### src/rtl/shift_pkg.sv
// Shared constants and types for the shift arbiter and its barrel shifter.
package shift_pkg;
  localparam int WIDTH = 8;
  localparam int SHW   = 3;

  localparam logic DIR_LEFT  = 1'b1;
  localparam logic DIR_RIGHT = 1'b0;

  localparam logic ID_A = 1'b0;
  localparam logic ID_B = 1'b1;

  typedef enum logic {
    ST_EMPTY = 1'b0,
    ST_FULL  = 1'b1
  } state_t;
endpackage

### src/rtl/barrelshift.sv
// Combinational logical barrel shifter, zero fill; Lr=1 shifts left, Lr=0 right.
module barrelshift #(
  parameter int WIDTH = 8,
  parameter int SHW   = 3
) (
  output logic [WIDTH-1:0] out,
  input  logic [WIDTH-1:0] In,
  input  logic [SHW-1:0]   n,
  input  logic             Lr
);
  assign out = Lr ? (In << n) : (In >> n);
endmodule

### src/rtl/shift_arbiter.sv
// Round-robin arbiter sharing one barrel shifter between requesters A and B,
// with a one-entry registered result stage.
module shift_arbiter #(
  parameter int WIDTH = shift_pkg::WIDTH,
  parameter int SHW   = shift_pkg::SHW
) (
  input  logic               clk,
  input  logic               rst_n,
  input  logic               a_valid,
  input  logic [WIDTH-1:0]   a_data,
  input  logic [SHW-1:0]     a_n,
  input  logic               a_lr,
  output logic               a_ready,
  input  logic               b_valid,
  input  logic [WIDTH-1:0]   b_data,
  input  logic [SHW-1:0]     b_n,
  input  logic               b_lr,
  output logic               b_ready,
  output logic               out_valid,
  output logic [WIDTH-1:0]   out_data,
  output logic               out_id,
  input  logic               out_ready,
  output logic [7:0]         busy_cnt,
  output shift_pkg::state_t  state_dbg
);
  import shift_pkg::*;

  state_t           state, state_nxt;
  logic             prio;
  logic             grant_a, grant_b, can_accept;
  logic             a_hs, b_hs, hs;
  logic [WIDTH-1:0] sh_in, sh_out;
  logic [SHW-1:0]   sh_n;
  logic             sh_lr;

  // Valid/ready: a transfer happens on a rising edge where valid and ready are
  // both high; an unserved requester holds its request, and may withdraw it.
  assign grant_a    = a_valid & (~b_valid | (prio == ID_A));
  assign grant_b    = b_valid & (~a_valid | (prio == ID_B));
  assign out_valid  = (state == ST_FULL);
  assign can_accept = (state == ST_EMPTY) | (out_ready & out_valid);
  assign a_ready    = rst_n & can_accept & grant_a;
  assign b_ready    = rst_n & can_accept & grant_b;
  assign a_hs       = a_valid & a_ready;
  assign b_hs       = b_valid & b_ready;
  assign hs         = a_hs | b_hs;
  assign state_dbg  = state;

  assign sh_in = b_hs ? b_data : a_data;
  assign sh_n  = b_hs ? b_n    : a_n;
  assign sh_lr = b_hs ? b_lr   : a_lr;

  barrelshift #(.WIDTH(WIDTH), .SHW(SHW)) u_shift (
    .out (sh_out),
    .In  (sh_in),
    .n   (sh_n),
    .Lr  (sh_lr)
  );

  always_comb begin
    state_nxt = state;
    case (state)
      ST_EMPTY: if (hs) state_nxt = ST_FULL;
      ST_FULL: begin
        if (hs)             state_nxt = ST_FULL;
        else if (out_ready) state_nxt = ST_EMPTY;
      end
      default: state_nxt = ST_EMPTY;
    endcase
  end

  always_ff @(posedge clk) begin
    if (!rst_n) begin
      state    <= ST_EMPTY;
      out_data <= '0;
      out_id   <= ID_A;
      prio     <= ID_A;
      busy_cnt <= 8'd0;
    end else begin
      state <= state_nxt;
      if (hs) begin
        out_data <= sh_out;
        out_id   <= b_hs ? ID_B : ID_A;
        prio     <= b_hs ? ID_A : ID_B;
      end
      // Delivered-result count sticks at its maximum.
      if (out_valid && out_ready && (busy_cnt != 8'hFF))
        busy_cnt <= busy_cnt + 8'd1;
    end
  end
endmodule

### config.mk
export PLATFORM = sky130hd
export DESIGN_NAME = shift_arbiter
export DESIGN_NICKNAME = d
export VERILOG_FILES = /design/src/rtl/shift_pkg.sv /design/src/rtl/barrelshift.sv /design/src/rtl/shift_arbiter.sv
export SDC_FILE = /design/constraint.sdc
export NUM_CORES = 1
export LEC_CHECK = 0
export CAP_MARGIN = 20
export CELL_PAD_IN_SITES_DETAIL_PLACEMENT = 1
export CELL_PAD_IN_SITES_GLOBAL_PLACEMENT = 1
export CORE_MARGIN = 4
export CORE_UTILIZATION = 33
export CTS_BUF_LIST = sky130_fd_sc_hd__clkbuf_8
export CTS_CLUSTER_SIZE = 24
export DETAILED_ROUTE_END_ITERATION = 8
export PLACE_DENSITY_LB_ADDON = 0.1
export SYNTH_ARGS = -nofsm -noshare
export SYNTH_HDL_FRONTEND = slang
export SYNTH_SLANG_ARGS = --single-unit
export TNS_END_PERCENT = 20
### constraint.sdc
create_clock -name clk -period 1.4 [get_ports clk]
set_input_delay 0.42 -clock clk [delete_from_list [all_inputs] [get_ports clk]]
set_output_delay 0.42 -clock clk [all_outputs]
set_load 0.03 [all_outputs]
**Word-level counts from Yosys, hierarchy flattened**

Index checks and enable logic that the tools add are counted.

- Flip-flop bits (word level): 19

- $add $sub $neg: 1
- Eq/ne operators: 1
- Mux-type cells: 10
- Bitwise operators: 16
- Shift operators: 2
- Reductions and logical operators: 2

Operators with widths:

| kind | count |
|---|---|
| $mux W8 | 2 |
| $add A8 B1 Y8 const B | 1 |
| $and A1 B1 Y1 | 8 |
| $ne A8 B8 Y1 const B | 1 |
| $shl A8 B3 Y8 | 1 |
| $shr A8 B3 Y8 | 1 |
| $mux W1 | 6 |
| $not A1 Y1 | 4 |
| $or A1 B1 Y1 | 4 |
| $mux W3 | 1 |
| $logic_and A1 B1 Y1 | 2 |
| $pmux W1 S2 | 1 |

**Depth between registers and ports, before layout**

Gate-level depths: netlist (run 1).

- Word-level depth: 8
- Gate-level depth with buffers: 7

**Hierarchy**

From an unflattened synthesis (run 1), not the netlist that was laid out.

- Cells, all modules: 198
- Area, all modules: 1,604.0 um2

Modules (own cells, without submodules):

| module | cells an instance | area each (um2) | instances |
|---|---|---|---|
| shift_arbiter | 120 | 1,103.6 | 1 |
| barrelshift | 78 | 500.5 | 1 |

**Least setup slack after synthesis (run 1)**

OpenSTA, ideal clock, no wires.

- Path kind: register to register
- Start: register state, in the netlist out_valid
- End: register out_data[4]
- Path buffers: 0
- Data arrival time: 1.742 ns
- Setup slack: -0.464 ns
- Data required time: 1.279 ns
- Period minus slack after synthesis: 1.864 ns
- Stages on the path, launching flop included: 7
- Path through: dfxtp_1 > nand2b_4 > nand4_4 > inv_2 > nor2_1 > a32o_1 > a31oi_1

- Elaborated cells between the ends (all ways): 15
- Classes of those cells: shift (2); mux (4); bitwise (9)

RTL lines:

| element | line | text |
|---|---|---|
| start: declaration | shift_arbiter.sv:28 | `state_t state, state_nxt;` |
| start signal: assignment | shift_arbiter.sv:80 | `state <= state_nxt;` |
| $and A1 B1 Y1 or $not A1 Y1 (tied branches) | shift_arbiter.sv:41 | `assign can_accept = (state == ST_EMPTY) \| (out_ready & out_valid);` |
| $or A1 B1 Y1 (*) | shift_arbiter.sv:41 |  |
| $and A1 B1 Y1 (*) (2 in a row) | shift_arbiter.sv:42 | `assign a_ready = rst_n & can_accept & grant_a;` |
| net a_ready | shift_arbiter.sv:13 | `output logic a_ready,` |
| $and A1 B1 Y1 (*) | shift_arbiter.sv:44 | `assign a_hs = a_valid & a_ready;` |
| $or A1 B1 Y1 (*) | shift_arbiter.sv:46 | `assign hs = a_hs \| b_hs;` |
| end signal: assignment | shift_arbiter.sv:82 | `out_data <= sh_out;` |
| end: declaration | shift_arbiter.sv:20 | `output logic [WIDTH-1:0] out_data,` |

Mark *: on every way through the listed nets, which the timed path passes. The rest lies on a longest branch.
A chain may end at the register's enable or synchronous reset.

**Final worst setup path (run 1)**

- Start: register state, in the netlist out_valid
- End: output a_ready

- Longest elaborated chain between the ends: 4
- Elaborated cells between the ends (all ways): 5
- Classes of those cells: bitwise (5)

Ends and longest elaborated chain:

| element | line |
|---|---|
| $and A1 B1 Y1 or $not A1 Y1 (tied branches) | shift_arbiter.sv:41 |
| $or A1 B1 Y1 (*) | shift_arbiter.sv:41 |
| $and A1 B1 Y1 (*) (2 in a row) | shift_arbiter.sv:42 |
| end: declaration | shift_arbiter.sv:13 |

Every way passes the cells marked *; elsewhere a longest branch is shown, timed or not.

==> reports/metrics.csv, run 1 <==
stage,metric,value,unit
synth,ys_seq_elements,19,
synth,synthFlopType,dfxtp_1,
clock_network,clk_pin_slew,0.08,ns
global_route,antenna_found_initial,0,
detailed_routing,drt_iter0_markers,151,
clock_network,cts_tree,yes,
power,ir_drop,0.0003049,V
critical_path,cp_cell_sequence,nand2b_4 -> o211ai_1 -> nor2_4 -> buf_6,
detailed_routing,drt_pass1_iterations,5,
critical_path,cp_slowest_cell,dfxtp_2,
detailed_routing,viasPerCell,5.841,
synth,yosysSeqAreaShare,0.2084,
power,leakagePower,1.480,nW
sta,skew,0.004920,ns
critical_path,start_kind,flop,
global_route,grt_max_degree,11,
sta,worstMarginPinSlew,0.4808,ns
placement,io_buffers,49,
sta,slew_headroom,0.6781,
sta,rsz0062_at_grt,true,
synth,synth_top_cell_by_area,dfxtp_1,
finish,fin_util,0.6517,
sta,setup_slack,-0.2854,ns
sta,slew_viol_final,0,
sta,period_minus_slack,1.685,ns
synth,syn_inst,213,
finish,diodes,0,
critical_path,critPathRequiredTime,0.98,ns
clock_network,cts.path.max_buffers,2,
critical_path,crit_fanout,5,
placement,place_area,2800,um^2
synth,syn_avg_cell_area,8.570,um^2
finish,design_area,3413,um^2
die,core,5238,um^2
synth,ys.warnings.count,0,
clock_network,cts_made_buffers,3,
finish,drive_gt1_frac,0.5549,
sta,setup_viol_count_final,16,
sta,fmax,593.3,MHz
placement,dp_hpwl,5320,um
sta,hold_viol,0,
die,initial_core_util,0.3485,
synth,synth_area,1826,um^2
clock_network,cts-htree-levels,1,
die,dieArea,6786,um^2
detailed_routing,wl,8838,um
global_route,grt_pass1_vias,2533,
finish,nNetsFinal,377,
finish,syn2layout_area_growth,86.98,%
die,rows,26,
detailed_routing,ant_nets,0,
placement,place_ws,-0.8838,ns
synth,synth_edf_count,0,
flow_run,cap_violations,0,
detailed_routing,wire_per_inst,21.25,um
synth,synth.distinct_cells,48,
detailed_routing,num_vias,2430,
die,ioPinCount,50,
global_route,grt_use_total,0.2733,
synth,netlist.area_leader.share,0.2084,
run_status,violations,setup timing,
synth,async_flop_share,0,
min_path,hold_class,reg2reg,
placement,gp_congestion,0.9185,
global_route,grt_pass1_wl,13920,um
global_route,overflow,0,
run_status,status,finished with violations,
critical_path,path_class,reg2out,
critical_path,cp_slowest_stage_delay,0.34,ns
detailed_routing,drc,0,
die,die_h,82.38,um
power,power.density,598.6,nW/um^2
die,chipWidth,82.38,um
synth,syn_nets,243,
critical_path,cp_data_arrival_time,1.27,ns
clock_network,postCtsHoldBufs,0,
sta,finalCritPeriodShare,1.204,
clock_network,clock_sinks,19,
clock_network,clk_latency,0.26,ns
clock_network,cts_root_buf,clkbuf_8,
critical_path,crit_path_end_kind,output pin,
synth,synthTopCellsByArea,"dfxtp_1 (21%), mux2i_1 (18%), mux4_2 (6.2%)",
[sequential cells by signal (all words and copies together) (netlist names)]
name       count
busy_cnt       8
out_data       8
out_id         1
out_valid      1
prio           1
[final cells by class]
cell class,instances,area (um^2)
Sequential cell,19,390.4
Multi-Input combinational cell,178,1657
Fill cell,609,1824
Tap cell,70,87.58
Inverter,2,12.51
Timing Repair Buffer,143,1221
Clock buffer,3,41.29
Clock inverter,1,3.754
[logic make-up after synthesis]
group | share of synthesized area
compound gates | 0.2070
mux | 0.2426
buf+inv | 0.06647
fa+ha+maj | 0.006853
xor+xnor | 0.02879
simple gates | 0.2399
flops | 0.2084
[where the power goes]
part	leakage, nW	switching [mW]	internal [mW]	total, mW
clock network	0.0269	0.200	0.196	0.396
registers	0.158	0.0236	0.571	0.595
logic	1.30	0.535	0.517	1.05
total	1.48	0.759	1.28	2.04
[metal layers]
metal / routed length, um / global-route usage / share of wire
met5: 0 / 0 / 0
met3: 608 / 0.02820 / 0.069
met2: 4236 / 0.4551 / 0.48
met4: 286 / 0.08472 / 0.032
met1: 3705 / 0.3691 / 0.42
[critical path, delay by kind of cell (launching register included)]
family	cells	cell delay (ns)
flip-flops	1	0.34
AND/OR/NAND/NOR	2	0.30
buffers and inverters	1	0.15
AO/OA/AOI/OAI	1	0.21
[cell usage in the layout (no fill, tap or decap), drive strengths merged, types with 4 or more instances in the layout]
cell and instances:
mux4 5, nand4 8, a31oi 15, nand2b 5, nand2 11, clkdlybuf4s15 5, nor2b 5, dlygate4sd2 9
buf 122, mux2i 33, dfxtp 19, o22ai 4, clkbuf 10, o21ai 13, nand3 10, and3 6
xor2 4, a21oi 5, nor2 17
[cells in the mapped netlist (all sizes together) (3+ instances only)]
master and n:
a21oi 5, a22oi 3, a31oi 15, and3 6
buf 13, dfxtp 19, mux2i 33, mux4 5
nand2 11, nand2b 5, nand3 10, nand4 8
nor2 17, nor2b 5, o211ai 3, o21ai 13
o22ai 4, xor2 4
[path summary, 6_finish.rpt]
check	startpoint	cells past startpoint	to	slack, ns
worst max-delay path	out_valid	4	a_ready	-0.29
worst min-delay path	out_id	2	out_id	0.47
worst max register to register	out_valid	7	out_data[5]	-0.21
worst min register to register	out_id	2	out_id	0.47
[timing repair]
| item | in CTS | in global routing |
|---|---|---|
| pin swaps | 23 | 11 |
| gates resized for setup | 125 | 39 |
| cloned | 1 | 0 |
| setup buffers | 25 | 3 |
| hold endpoints to repair | 0 | 0 |
| setup endpoints to repair | 20 | 17 |
[per-stage QoR]
stage / hold slack [ns] / setup TNS [ns] / power, mW / cells
after detailed placement: 0.4584 / -12.76 / 1.386 / 384
after floorplan: 0.4634 / -0.9243 / 1.005 / 213
after global placement: 0.4502 / -12.43 / 1.379 / 384
after global routing: 0.4776 / -2.878 / 2.123 / 416
final: 0.4663 / -1.940 / 2.043 / 416
after CTS: 0.4685 / -1.660 / 1.918 / 413
Power figures use the tool's default switching activity.
==> inputs of run 2 (changes only) <==
--- a/config.mk
+++ b/config.mk
@@ -13,6 +13,7 @@
 export CTS_BUF_LIST = sky130_fd_sc_hd__clkbuf_8
 export CTS_CLUSTER_SIZE = 24
 export DETAILED_ROUTE_END_ITERATION = 8
+export HOLD_SLACK_MARGIN = 0.12
 export PLACE_DENSITY_LB_ADDON = 0.1
 export SYNTH_ARGS = -nofsm -noshare
 export SYNTH_HDL_FRONTEND = slang
==> results of run 2 <==
Same layout as run 1: the final DEF is identical, and so are final timing and power.
